[src/rtl/oversample_filter_pkg.sv]
// Shared endpoint-map addresses and per-sample action encoding for the
// oversample filter stage.
package oversample_filter_pkg;

    localparam logic [15:0] OS_ADDR = 16'h0010;

    typedef enum logic [1:0] {
        CH_IDLE,
        CH_ACCUM,
        CH_EMIT,
        CH_DROP
    } chan_op_e;

endpackage

[src/rtl/oversample_filter_os_cfg_mem.sv]
// Per-channel oversample ratio bank written over the config bus; emits a
// one-hot clear strobe for the channel being written.
module os_cfg_mem #(
    parameter int unsigned N_CHAN    = 8,
    parameter int unsigned W_OS      = 4,
    parameter int unsigned W_WR_ADDR = 16,
    parameter int unsigned W_WR_CHAN = 16,
    parameter int unsigned W_WR_DATA = 48,
    parameter logic [W_WR_ADDR-1:0] ADDR = '0
) (
    input  logic                             clk_in,
    input  logic                             rst_in,
    input  logic                             wr_en,
    input  logic [W_WR_ADDR-1:0]             wr_addr,
    input  logic [W_WR_CHAN-1:0]             wr_chan,
    input  logic [W_WR_DATA-1:0]             wr_data,
    output logic [N_CHAN-1:0][W_OS-1:0]      os,
    output logic [N_CHAN-1:0]                clr
);

    localparam int unsigned W_IDX = (N_CHAN > 1) ? $clog2(N_CHAN) : 1;

    logic             hit;
    logic [W_IDX-1:0] widx;
    logic             unused_data;

    assign unused_data = ^wr_data[W_WR_DATA-1:W_OS];
    assign widx        = wr_chan[W_IDX-1:0];
    assign hit         = wr_en && (wr_addr == ADDR) && (int'(wr_chan) < int'(N_CHAN));

    always_comb begin
        clr = '0;
        if (hit) clr[widx] = 1'b1;
    end

    always_ff @(posedge clk_in) begin
        if (rst_in) begin
            os <= '0;
        end else if (hit) begin
            os[widx] <= wr_data[W_OS-1:0];
        end
    end

endmodule

[src/rtl/oversample_filter.sv]
// Sums 2^os consecutive samples per PID channel and emits the arithmetic-shift
// average once per block; channels accumulate independently.
module oversample_filter
    import oversample_filter_pkg::*;
#(
    parameter int unsigned W_CHAN    = 5,
    parameter int unsigned N_CHAN    = 8,
    parameter int unsigned W_DATA    = 18,
    parameter int unsigned W_OS      = 4,
    parameter int unsigned W_WR_ADDR = 16,
    parameter int unsigned W_WR_CHAN = 16,
    parameter int unsigned W_WR_DATA = 48
) (
    input  logic                  clk_in,
    input  logic                  rst_in,
    input  logic                  dv_in,
    input  logic [W_CHAN-1:0]     chan_in,
    input  logic [W_DATA-1:0]     data_in,
    input  logic                  wr_en,
    input  logic [W_WR_ADDR-1:0]  wr_addr,
    input  logic [W_WR_CHAN-1:0]  wr_chan,
    input  logic [W_WR_DATA-1:0]  wr_data,
    output logic                  dv_out,
    output logic [W_CHAN-1:0]     chan_out,
    output logic [W_DATA-1:0]     data_out
);

    localparam int unsigned W_CNT = (2 ** W_OS) - 1;
    localparam int unsigned W_SUM = W_DATA + W_CNT;
    localparam int unsigned W_IDX = (N_CHAN > 1) ? $clog2(N_CHAN) : 1;

    logic [N_CHAN-1:0][W_OS-1:0] os_mem;
    logic [N_CHAN-1:0]           clr;

    logic        [W_CNT-1:0] cnt_mem [N_CHAN];
    logic signed [W_SUM-1:0] sum_mem [N_CHAN];

    logic [W_IDX-1:0]        idx;
    logic [W_OS-1:0]         os_sel;
    logic [W_CNT:0]          pow;
    logic [W_CNT-1:0]        lim;
    logic signed [W_SUM-1:0] sum_next;
    logic signed [W_SUM-1:0] avg;
    chan_op_e                op;

    os_cfg_mem #(
        .N_CHAN   (N_CHAN),
        .W_OS     (W_OS),
        .W_WR_ADDR(W_WR_ADDR),
        .W_WR_CHAN(W_WR_CHAN),
        .W_WR_DATA(W_WR_DATA),
        .ADDR     (W_WR_ADDR'(OS_ADDR))
    ) u_os_cfg_mem (
        .clk_in (clk_in),
        .rst_in (rst_in),
        .wr_en  (wr_en),
        .wr_addr(wr_addr),
        .wr_chan(wr_chan),
        .wr_data(wr_data),
        .os     (os_mem),
        .clr    (clr)
    );

    assign idx    = chan_in[W_IDX-1:0];
    assign os_sel = os_mem[idx];

    // Limit wraps to all-ones at the top ratio, matching the counter width.
    always_comb begin
        pow      = (W_CNT + 1)'(1) << os_sel;
        lim      = W_CNT'(pow - (W_CNT + 1)'(1));
        sum_next = sum_mem[idx] + {{(W_SUM - W_DATA){data_in[W_DATA-1]}}, data_in};
        avg      = sum_next >>> os_sel;
        op       = CH_IDLE;
        if (dv_in && (int'(chan_in) < int'(N_CHAN))) begin
            if (clr[idx])                 op = CH_DROP;
            else if (cnt_mem[idx] == lim) op = CH_EMIT;
            else                          op = CH_ACCUM;
        end
    end

    always_ff @(posedge clk_in) begin
        if (rst_in) begin
            dv_out   <= 1'b0;
            chan_out <= '0;
            data_out <= '0;
            for (int unsigned c = 0; c < N_CHAN; c++) begin
                cnt_mem[c] <= '0;
                sum_mem[c] <= '0;
            end
        end else begin
            dv_out <= 1'b0;
            for (int unsigned c = 0; c < N_CHAN; c++) begin
                if (clr[c]) begin
                    cnt_mem[c] <= '0;
                    sum_mem[c] <= '0;
                end
            end
            case (op)
                CH_EMIT: begin
                    dv_out       <= 1'b1;
                    chan_out     <= chan_in;
                    data_out     <= avg[W_DATA-1:0];
                    cnt_mem[idx] <= '0;
                    sum_mem[idx] <= '0;
                end
                CH_ACCUM: begin
                    cnt_mem[idx] <= cnt_mem[idx] + W_CNT'(1);
                    sum_mem[idx] <= sum_next;
                end
                default: ;
            endcase
        end
    end

endmodule

[config.mk]
export PLATFORM = sky130hd
export DESIGN_NAME = oversample_filter
export DESIGN_NICKNAME = d
export VERILOG_FILES = /design/src/rtl/oversample_filter_pkg.sv /design/src/rtl/oversample_filter_os_cfg_mem.sv /design/src/rtl/oversample_filter.sv
export SDC_FILE = /design/constraint.sdc
export NUM_CORES = 1
export LEC_CHECK = 0
export BUFFER_PORTS_ARGS = -buffer_cell sky130_fd_sc_hd__buf_2
export CORE_UTILIZATION = 35
export DETAILED_ROUTE_END_ITERATION = 7
export GPL_TIMING_DRIVEN = 0
export SYNTH_ARGS = -nofsm -noshare
export SYNTH_HDL_FRONTEND = slang
export SYNTH_SLANG_ARGS = --single-unit
[constraint.sdc]
create_clock -name clk_in -period 8.6 [get_ports clk_in]
set_input_delay 1.29 -clock clk_in [delete_from_list [all_inputs] [get_ports clk_in]]
set_output_delay 1.29 -clock clk_in [all_outputs]
set_load 0.02 [all_outputs]
# Word level (Yosys, flattened, before mapping)
# Memory sizes are Yosys's and may differ from the RTL's.
# Cells that the tools add are included.
# word_totals
regBits,56
memories,2
ramBits,384
word_cells,112
in_bits,107
out_inout_bits,24
# memory_table
memory,words,width,read_ports,rd_ports_with_merged_regs,wr,line,rtl
sum_mem,8,33,1,0,9,oversample_filter.sv:36,logic signed [W_SUM-1:0] sum_mem [N_CHAN];
cnt_mem,8,15,1,0,9,oversample_filter.sv:35,logic [W_CNT-1:0] cnt_mem [N_CHAN];
# classes
n_bitwise,18
add_sub_neg,3
shift,2
mux,63
order_cmp,5
n_eq_ne,4
reduce_logical,4
# op_table
op,n
two-way mux 33 bit,9
two-way mux 15 bit,9
two-way mux 1 bit,34
adder 33 bit,1
>>> shifter 33 x 4 -> 18 bit,1
bitwise mux 32 bit,1
bitwise OR 1 bit,18
"equality test 16 x 5 -> 1 bit, second input constant",1
"less-than comparator 16 x 4 -> 1 bit, second input constant",1
"adder 15 x 1 -> 15 bit, second input constant",1
equality test 15 bit,1
"<< shifter 1 x 4 -> 15 bit, first input constant",1
"subtractor 15 x 1 -> 15 bit, second input constant",1
binary-select mux 4 bit (select 3 bit),1
demux 4 bit (select 3 bit),1
"less-than comparator 3 x 4 -> 1 bit, second input constant",2
two-way mux 4 bit,2
two-way mux 8 bit,1
two-way mux 2 bit,3
"less-than comparator 5 x 4 -> 1 bit, second input constant",1
logical AND 1 bit,4
binary-select mux 1 bit (select 3 bit),1
demux 1 bit (select 3 bit),1
"greater-or-equal comparator 3 x 1 -> 1 bit, second input constant",1
2 further kinds,2

# Longest topological paths before layout
# Gate-level depths: netlist (run 1).
# depth
ltp_word,14
ltp_mapped,24
mapped_depth_nobuf,17

# Modules after synthesis
# Synthesis (run 1) repeated with hierarchy kept, for this count alone.
# unflattened
hier_cells,2065
hier_area_um2,22798.1
# by_module_without_submodules
mod,cells_per_inst,instances,seq_area_each_um2,area_each_um2
oversample_filter,1917,1,12011.5,21185.3
os_cfg_mem,148,1,640.6,1612.8

# Worst setup path before layout (run 1)
# Ideal clock, no wire load.
# synth_timing
path_type,input to register
from,in chan_in[2]
to,mem cnt_mem[4][0] (netlist bit) (enable)
path_stages,8
n_path_buf,6
arrival_ns,6.280
setup_time_ns,0.520
setup_slack_ns,1.800
t_required_ns,8.080
cell_sequence,buf_6 > buf_4 > buf_2 > buf_2 > buf_1 > clkbuf_1 > nand2_1 > o21ai_0
# synth_lines
element,line,rtl
start: declaration,oversample_filter.sv:17,"input logic [W_CHAN-1:0] chan_in,"
end: declaration,oversample_filter.sv:35,

# Worst setup path after layout (run 1)
# layout_timing
from,in chan_in[2]
to,reg data_out[13]
# layout_via
elab_chain_cells,9
elab_cells_between_ends,17
cone_classes,add/sub (2); order compare (1); eq/ne (2); shift (2); mux (7); reduce/logical (1); memory (2)
# layout_lines
element,line,rtl
binary-select mux 4 bit (select 3 bit),oversample_filter.sv:65,assign os_sel = os_mem[idx];
two-way mux 4 bit (not written as such),oversample_filter.sv:65,
<< shifter 1 x 4 -> 15 bit,oversample_filter.sv:69,pow = (W_CNT + 1)'(1) << os_sel;
subtractor 15 x 1 -> 15 bit,oversample_filter.sv:70,lim = W_CNT'(pow - (W_CNT + 1)'(1));
equality test 15 bit,oversample_filter.sv:76,else if (cnt_mem[idx] == lim) op = CH_EMIT;
two-way mux 2 bit,oversample_filter.sv:76,
two-way mux 2 bit,oversample_filter.sv:75,if (clr[idx]) op = CH_DROP;
two-way mux 2 bit,oversample_filter.sv:74,if (dv_in && (int'(chan_in) < int'(N_CHAN))) begin
equality test 2 bit,oversample_filter.sv:98,case (op)
end signal: assignment,oversample_filter.sv:102,data_out <= avg[W_DATA-1:0];
end: declaration,oversample_filter.sv:25,output logic [W_DATA-1:0] data_out
# Several ways; a longest one is shown, not always the timed one. The select of a mux whose other input is x is not followed.
# A chain may end at the register's enable or synchronous reset.

==> summary.md, run 1 <==
| Metric | Value |
|---|---|
| Cells along the critical path | buf_6 -> buf_4 -> buf_2 -> buf_2 -> buf_1 -> buf_1 -> mux2_2 -> a222oi_1 -> nand3_1 -> ha_1 -> clkbuf_1 -> a21oi_1 -> o211ai_1 -> a221oi_1 -> mux2_2 -> a311o_1 -> clkbuf_1 -> o22ai_1 -> a311oi_1 -> a211o_1 -> a221oi_1 |
| First-pass GRT wire length | 121000 um |
| Final worst path period need | 8.38 ns |
| CTS tree | done |
| Routed WL | 83400 um |
| Slew @ Worst Pin | 1.50 ns |
| Post-place setup slack | -0.205 ns |
| P per Cell Area | 212 nW/um^2 |
| Setup Crit Path Kind | input pin to flop |
| Antenna violations before repair | 0 |
| Leak | 9.53 nW |
| Overflow after GRT | 0 |
| Slew HR | -0.629% |
| Htree depth | 2 |
| Final RePlAce weighted congestion | 0.932 |
| Slowest-stage cell, CP | buf_1 |
| Critical path capture point type | flop |
| RSZ-0062 raised after global routing | false |
| Area of the multi-input gates | 9500 sq um |
| Worst VDD drop | 139 uV |
| DRT iter0 DRCs | 2567 |
| WL per Instance | 26.6 um |
| Nets | 2389 |
| Crit-path max FO | 10 |
| Vias per inst | 6.01 |
| Startpoint Class | input pin |
| Fill cells | 6243 |
| Die width | 258 um |
| Initial Util | 35.5% |
| Gate Count Post-Synth | 2102 |
| CP Data Arrival Time | 8.89 ns |
| DRT Pass-1 Iters | 6 |
| Area contributors post-synth | edfxtp_1 (50%), nor2_1 (7.6%), dfxtp_1 (4.9%) |
| Mapped Area | 22900 sq um |
| Yosys top cell by area | edfxtp_1 |
| I/O pin cnt | 131 |
| Clk_lat worst skew | 0.62 ns |
| Post-route antenna net violation count | 0 |
| Hold_buf cts | 0 |
| Reg area | 12700 sq um |
| Ys flop type | edfxtp_1 |
| Status | finished with violations |
| Crit share post-route | 97.5% |
| Area Growth Syn to Fin | 15.7% |
| Port-buffer cells | 78 |
| Vias | 18900 |
| Share of layout cells above drive strength 1 | 13.0% |
| #FFs+latches synth | 440 |
| YS warnings | 0 |
| Yosys cell types | 88 |
| Endpoints failing hold | 0 |
| Violations in the final reports | max-capacitance violations, max-slew violations |
| Register area share after synthesis | 55.3% |
| FP Rows | 93 |
| Clock skew | 0.0189 ns |
| Max incr delay on CP | 0.90 ns |
| Max Slew Vio Count | 1 |
| Post-cts resize count | 0 |
| Max-cap viol count | 1 |
| Synth top area share | 50.4% |
| Worst setup margin | 0.218 ns |
| Clock sink count | 440 |
| Max Root-Sink Buffers | 3 |
| Post-Route Setup TNS | 0 ns |
| # DRC | 0 |
| # Post-CTS Setup Buffers | 0 |
| HPWL after DPL | 59000 um |
| Die area | 66400 sq um |
| Final core utilization | 41.0% |
| HP Class | flop to flop |
| Overall Global Routing Usage | 24.6% |
| Syn avg cell area | 10.9 sq um |
| Die extent in y | 258 um |
| Worst Path Required | 9.10 ns |
| Core Region | 64500 sq um |
| Most frequent cells after synthesis | nor2_1 (462), edfxtp_1 (384), clkbuf_1 (117) |
| Post-synth EDFFs | 384 |
| CTS Buf Count | 47 |
| Clock Pin Slew Worst Setup and Hold Paths | 0.07 ns |
| CTS root buf | clkbuf_16 |
| Final setup vio count | 0 |
| Most common cell in the netlist | nor2_1 |
| Largest net degree at the start of global routing | 22 |
| Vias in the first global route | 18200 |
| Syn Nets | 2244 |
| FFs w/ async S/R, synth | 0% |
| Fmax | 119 MHz |
## routing by layer
| metal | GRT usage, % | share of wire, % |
|---|---|---|
| met3 | 3.74 | 9.6 |
| met5 | 0 | 0 |
| met1 | 32.3 | 39 |
| met2 | 40.2 | 47 |
| met4 | 10.9 | 4.7 |
## critical path: cells and delay by family
family | cells | cell delay [ns]
compound gates | 9 | 3.16
fa+ha+maj | 1 | 0.31
buf+inv | 8 | 3.08
mux | 2 | 0.83
simple gates | 1 | 0.20
## where the power goes
| part | switching, mW | leakage [nW] | internal (mW) | total [mW] |
|---|---|---|---|---|
| combinational | 0.745 | 4.33 | 0.305 | 1.05 |
| sequential | 0.0201 | 4.42 | 2.39 | 2.41 |
| clock | 0.898 | 0.780 | 1.24 | 2.14 |
| total | 1.66 | 9.53 | 3.93 | 5.60 |
## area by class of cell
type / instances / area share (%)
antenna: 1 / 0.00946
timing repair buffer: 96 / 3.07
sequential: 440 / 47.8
buffer: 172 / 2.76
clock inverter: 29 / 1.39
inverter: 24 / 0.341
clock buffer: 56 / 4.65
multi-input combinational: 1466 / 35.9
tap: 855 / 4.04
## sequential cells by signal (all words and copies together) (netlist names)
signal	cells
sum_mem	264
u_os_cfg_mem.os	32
data_out	18
cnt_mem	120
dv_out	1
chan_out	5
## worst paths after layout
kind                                     startpoint              to  slack (ns)  cells after the start
worst max-delay path                     chan_in[2]    data_out[13]        0.22                     21
worst min-delay path                    data_out[5]     data_out[5]        0.45                      1
worst max register to register  u_os_cfg_mem.os[16]  cnt_mem[2][12]        2.25                     20
worst min register to register          data_out[5]     data_out[5]        0.45                      1
## kinds of logic (layout without fill, tap and decap cells)
family / count (synthesis) / count (layout) / synth area share [%]
simple gates: 825 / 825 / 16.7
compound gates: 441 / 441 / 14.3
fa+ha+maj: 35 / 35 / 1.95
other cells: 0 / 1 / 0
xor+xnor: 45 / 45 / 1.72
flops: 440 / 440 / 55.3
mux: 120 / 120 / 6.40
buf+inv: 196 / 377 / 3.58
## layout by cell type, fill, tap and decap left out, drive strengths merged, types with 18 or more instances in the layout
cell	netlist	final
nor2	463	463
xnor2	33	33
a211oi	19	19
a21oi	55	55
nor3	35	35
nand2	86	86
mux2i	74	74
clkbuf	117	173
or2	18	18
clkinv	2	21
nand4	44	44
a22oi	116	116
mux2	30	30
dfxtp	56	56
and3	42	42
ha	34	34
inv	22	25
buf	55	151
o21ai	49	49
edfxtp	384	384
nand3	29	29
a221oi	21	21
## per-stage QoR
step | instances | instance area [sq um] | hold WS [ns] | power, mW
6_report | 3139 | 26500 | 0.447 | 5.60
5_1_grt | 3138 | 26500 | 0.482 | 5.75
4_1_cts | 3138 | 26400 | 0.452 | 5.59
3_5_place_dp | 3053 | 24800 | 0.436 | 3.47
3_3_place_gp | 3035 | 24300 | 0.432 | 3.46
2_1_floorplan | 2102 | 22900 | 0.451 | 3.08
Power figures use the tool's default switching activity.
==> run 2: changes to the inputs <==
- RECOVER_POWER: not set -> 50
==> run 2 against run 1 <==
Net effect: the flow still finishes with violations (max-capacitance violations, max-slew violations); core utilization fell by 0.70 points; worst hold slack improved by 0.0050 ns; register-to-register slack barely moved; sequential share of layout area rose by 0.83 points; highest routed layer unchanged; clock skew rose by 0.0037 ns; sequential power barely moved; worst setup slack got worse by 0.062 ns; non-clock buffer count did not move; flip-flop and latch count did not move; count of clock-buffer cells in the layout did not move; cell area fell by 1.7%; critical endpoint unchanged.
==> summary.md, run 2 (synthesis results as in run 1) <==
| Metric | Value |
|---|---|
| Status | finished with violations |
| Violations in the final reports | max-capacitance violations, max-slew violations |
| Vias | 19000 |
| R2r setup slk | 2.24 ns |
| Startpoint Class | input pin |
| Worst Path Required | 9.10 ns |
| Die extent in y | 258 um |
| CTS tree | done |
| Post-Layout Inst Area | 26000 sq um |
| HP Class | flop to flop |
| Post-Route Setup TNS | 0 ns |
| DR top layer | met4 |
| Wl on met1 | 32500 um |
| WL per Instance | 26.6 um |
| Share of layout cells above drive strength 1 | 10.9% |
| Leak | 9.25 nW |
| HPWL after DPL | 59000 um |
| Final worst path period need | 8.44 ns |
| Slew @ Worst Pin | 3.25 ns |
| Clock Pin Slew Worst Setup and Hold Paths | 0.07 ns |
| # DRC | 0 |
| CP Data Arrival Time | 8.94 ns |
| Setup Crit Path Kind | input pin to flop |
| Hold_buf cts | 0 |
| Area of the multi-input gates | 9410 sq um |
| Die width | 258 um |
| Die area | 66400 sq um |
| Clock sink count | 440 |
| RSZ-0062 raised after global routing | false |
| Routed WL | 83600 um |
| Nets | 2389 |
| Max-cap viol count | 15 |
| Overall Power | 5.58 mW |
| Most common cell after layout, fill and taps aside | nor2_1 |
| Max incr delay on CP | 0.91 ns |
| Htree depth | 2 |
| Crit share post-route | 98.2% |
| Largest net degree at the start of global routing | 22 |
| Met3 WL post-DR | 8150 um |
| Vias per inst | 6.07 |
| Final setup vio count | 0 |
| Final core utilization | 40.3% |
| Initial Util | 35.5% |
| Reg area | 12700 sq um |
| Crit-path max FO | 10 |
| Fmax | 118 MHz |
| P per Cell Area | 215 nW/um^2 |
| Worst setup margin | 0.155 ns |
| Cell mode on critical path | clkbuf_1 |
| Cells along the critical path | buf_6 -> buf_4 -> buf_2 -> buf_2 -> clkbuf_1 -> buf_1 -> mux2_2 -> a222oi_1 -> nand3_1 -> ha_1 -> clkbuf_1 -> a21oi_1 -> o211ai_1 -> a221oi_1 -> mux2_2 -> a311o_1 -> clkbuf_1 -> o22ai_1 -> a311oi_1 -> a211o_1 -> a221oi_1 |
| Vias in the first global route | 18200 |
| Max Slew Vio Count | 239 |
| Slew HR | -119% |
| Antenna diodes | 0 |
| DRT Pass-1 Iters | 6 |
| CTS root buf | clkbuf_16 |
| Critical path capture point type | flop |
| Met2 WL | 38900 um |
| First-pass GRT wire length | 121000 um |
| FP Rows | 93 |
| Core Region | 64500 sq um |
| Biggest register | sum_mem |
| Clock skew | 0.0226 ns |
| Worst Path Buf+Inv | 8 |
| Overall Global Routing Usage | 24.6% |
| Hold Worst Slack | 0.452 ns |
| Biggest regs | sum_mem (264), cnt_mem (120), u_os_cfg_mem.os (32) |
| Commonest cells after routing, fill and taps aside | nor2_1 (462), edfxtp_1 (384), clkbuf_1 (167), a22oi_1 (115), buf_2 (92) |
| Overflow after GRT | 0 |
| Fill cells | 6308 |
| Antenna violations before repair | 0 |
| Max Root-Sink Buffers | 3 |
| Final RePlAce weighted congestion | 0.932 |
| I/O pin cnt | 131 |
| Max FFs per register | 264 |
| Area Growth Syn to Fin | 13.7% |
| CP delay by family, top | compound AO/OA/AOI/OAI gates |
| Layout Cells excl Fill | 3138 |
| Post-route antenna net violation count | 0 |
| Clk_lat worst skew | 0.62 ns |
| Worst VDD drop | 139 uV |
| Dpl cell area | 24800 sq um |
| Endpoints failing hold | 0 |
| CTS Buf Count | 47 |
| Port-buffer cells | 78 |
| Post-place setup slack | -0.205 ns |
| Slowest-stage cell, CP | buf_1 |
| DRT iter0 DRCs | 2673 |
| DP Cell Count | 3053 |
## run 2: final timing paths
check	start	end	cells past startpoint
setup / recovery	chan_in[2]	data_out[13]	21
hold / removal	data_out[5]	data_out[5]	1
setup reg to reg	u_os_cfg_mem.os[16]	sum_mem[6][31]	20
hold reg to reg	data_out[5]	data_out[5]	1
## run 2: routing by layer
metal	track usage, %	up-vias
met2	40.2	1182
met5	0	-
met3	3.74	232
met1	32.3	9406
met4	10.9	0
li1	-	8221
## run 2: repair_timing
action,CTS,global route
endpoints found under the setup margin,0,4
setup buffers,0,0
gates resized for setup,0,4
## run 2: cell type report
| cell class | instances | area share, % |
|---|---|---|
| Sequential cell | 440 | 48.7 |
| Timing Repair Buffer | 96 | 1.75 |
| Inverter | 24 | 0.346 |
| Multi-Input combinational cell | 1466 | 36.2 |
| Buffer | 172 | 2.81 |
| Tap cell | 855 | 4.11 |
| Clock buffer | 56 | 4.73 |
| Clock inverter | 29 | 1.41 |
## run 2: power by group
group          total (mW)  internal (mW)  switching [mW]
clock                2.15           1.24           0.904
combinational        1.03          0.286           0.739
sequential           2.41           2.39          0.0202
total                5.58           3.92            1.66
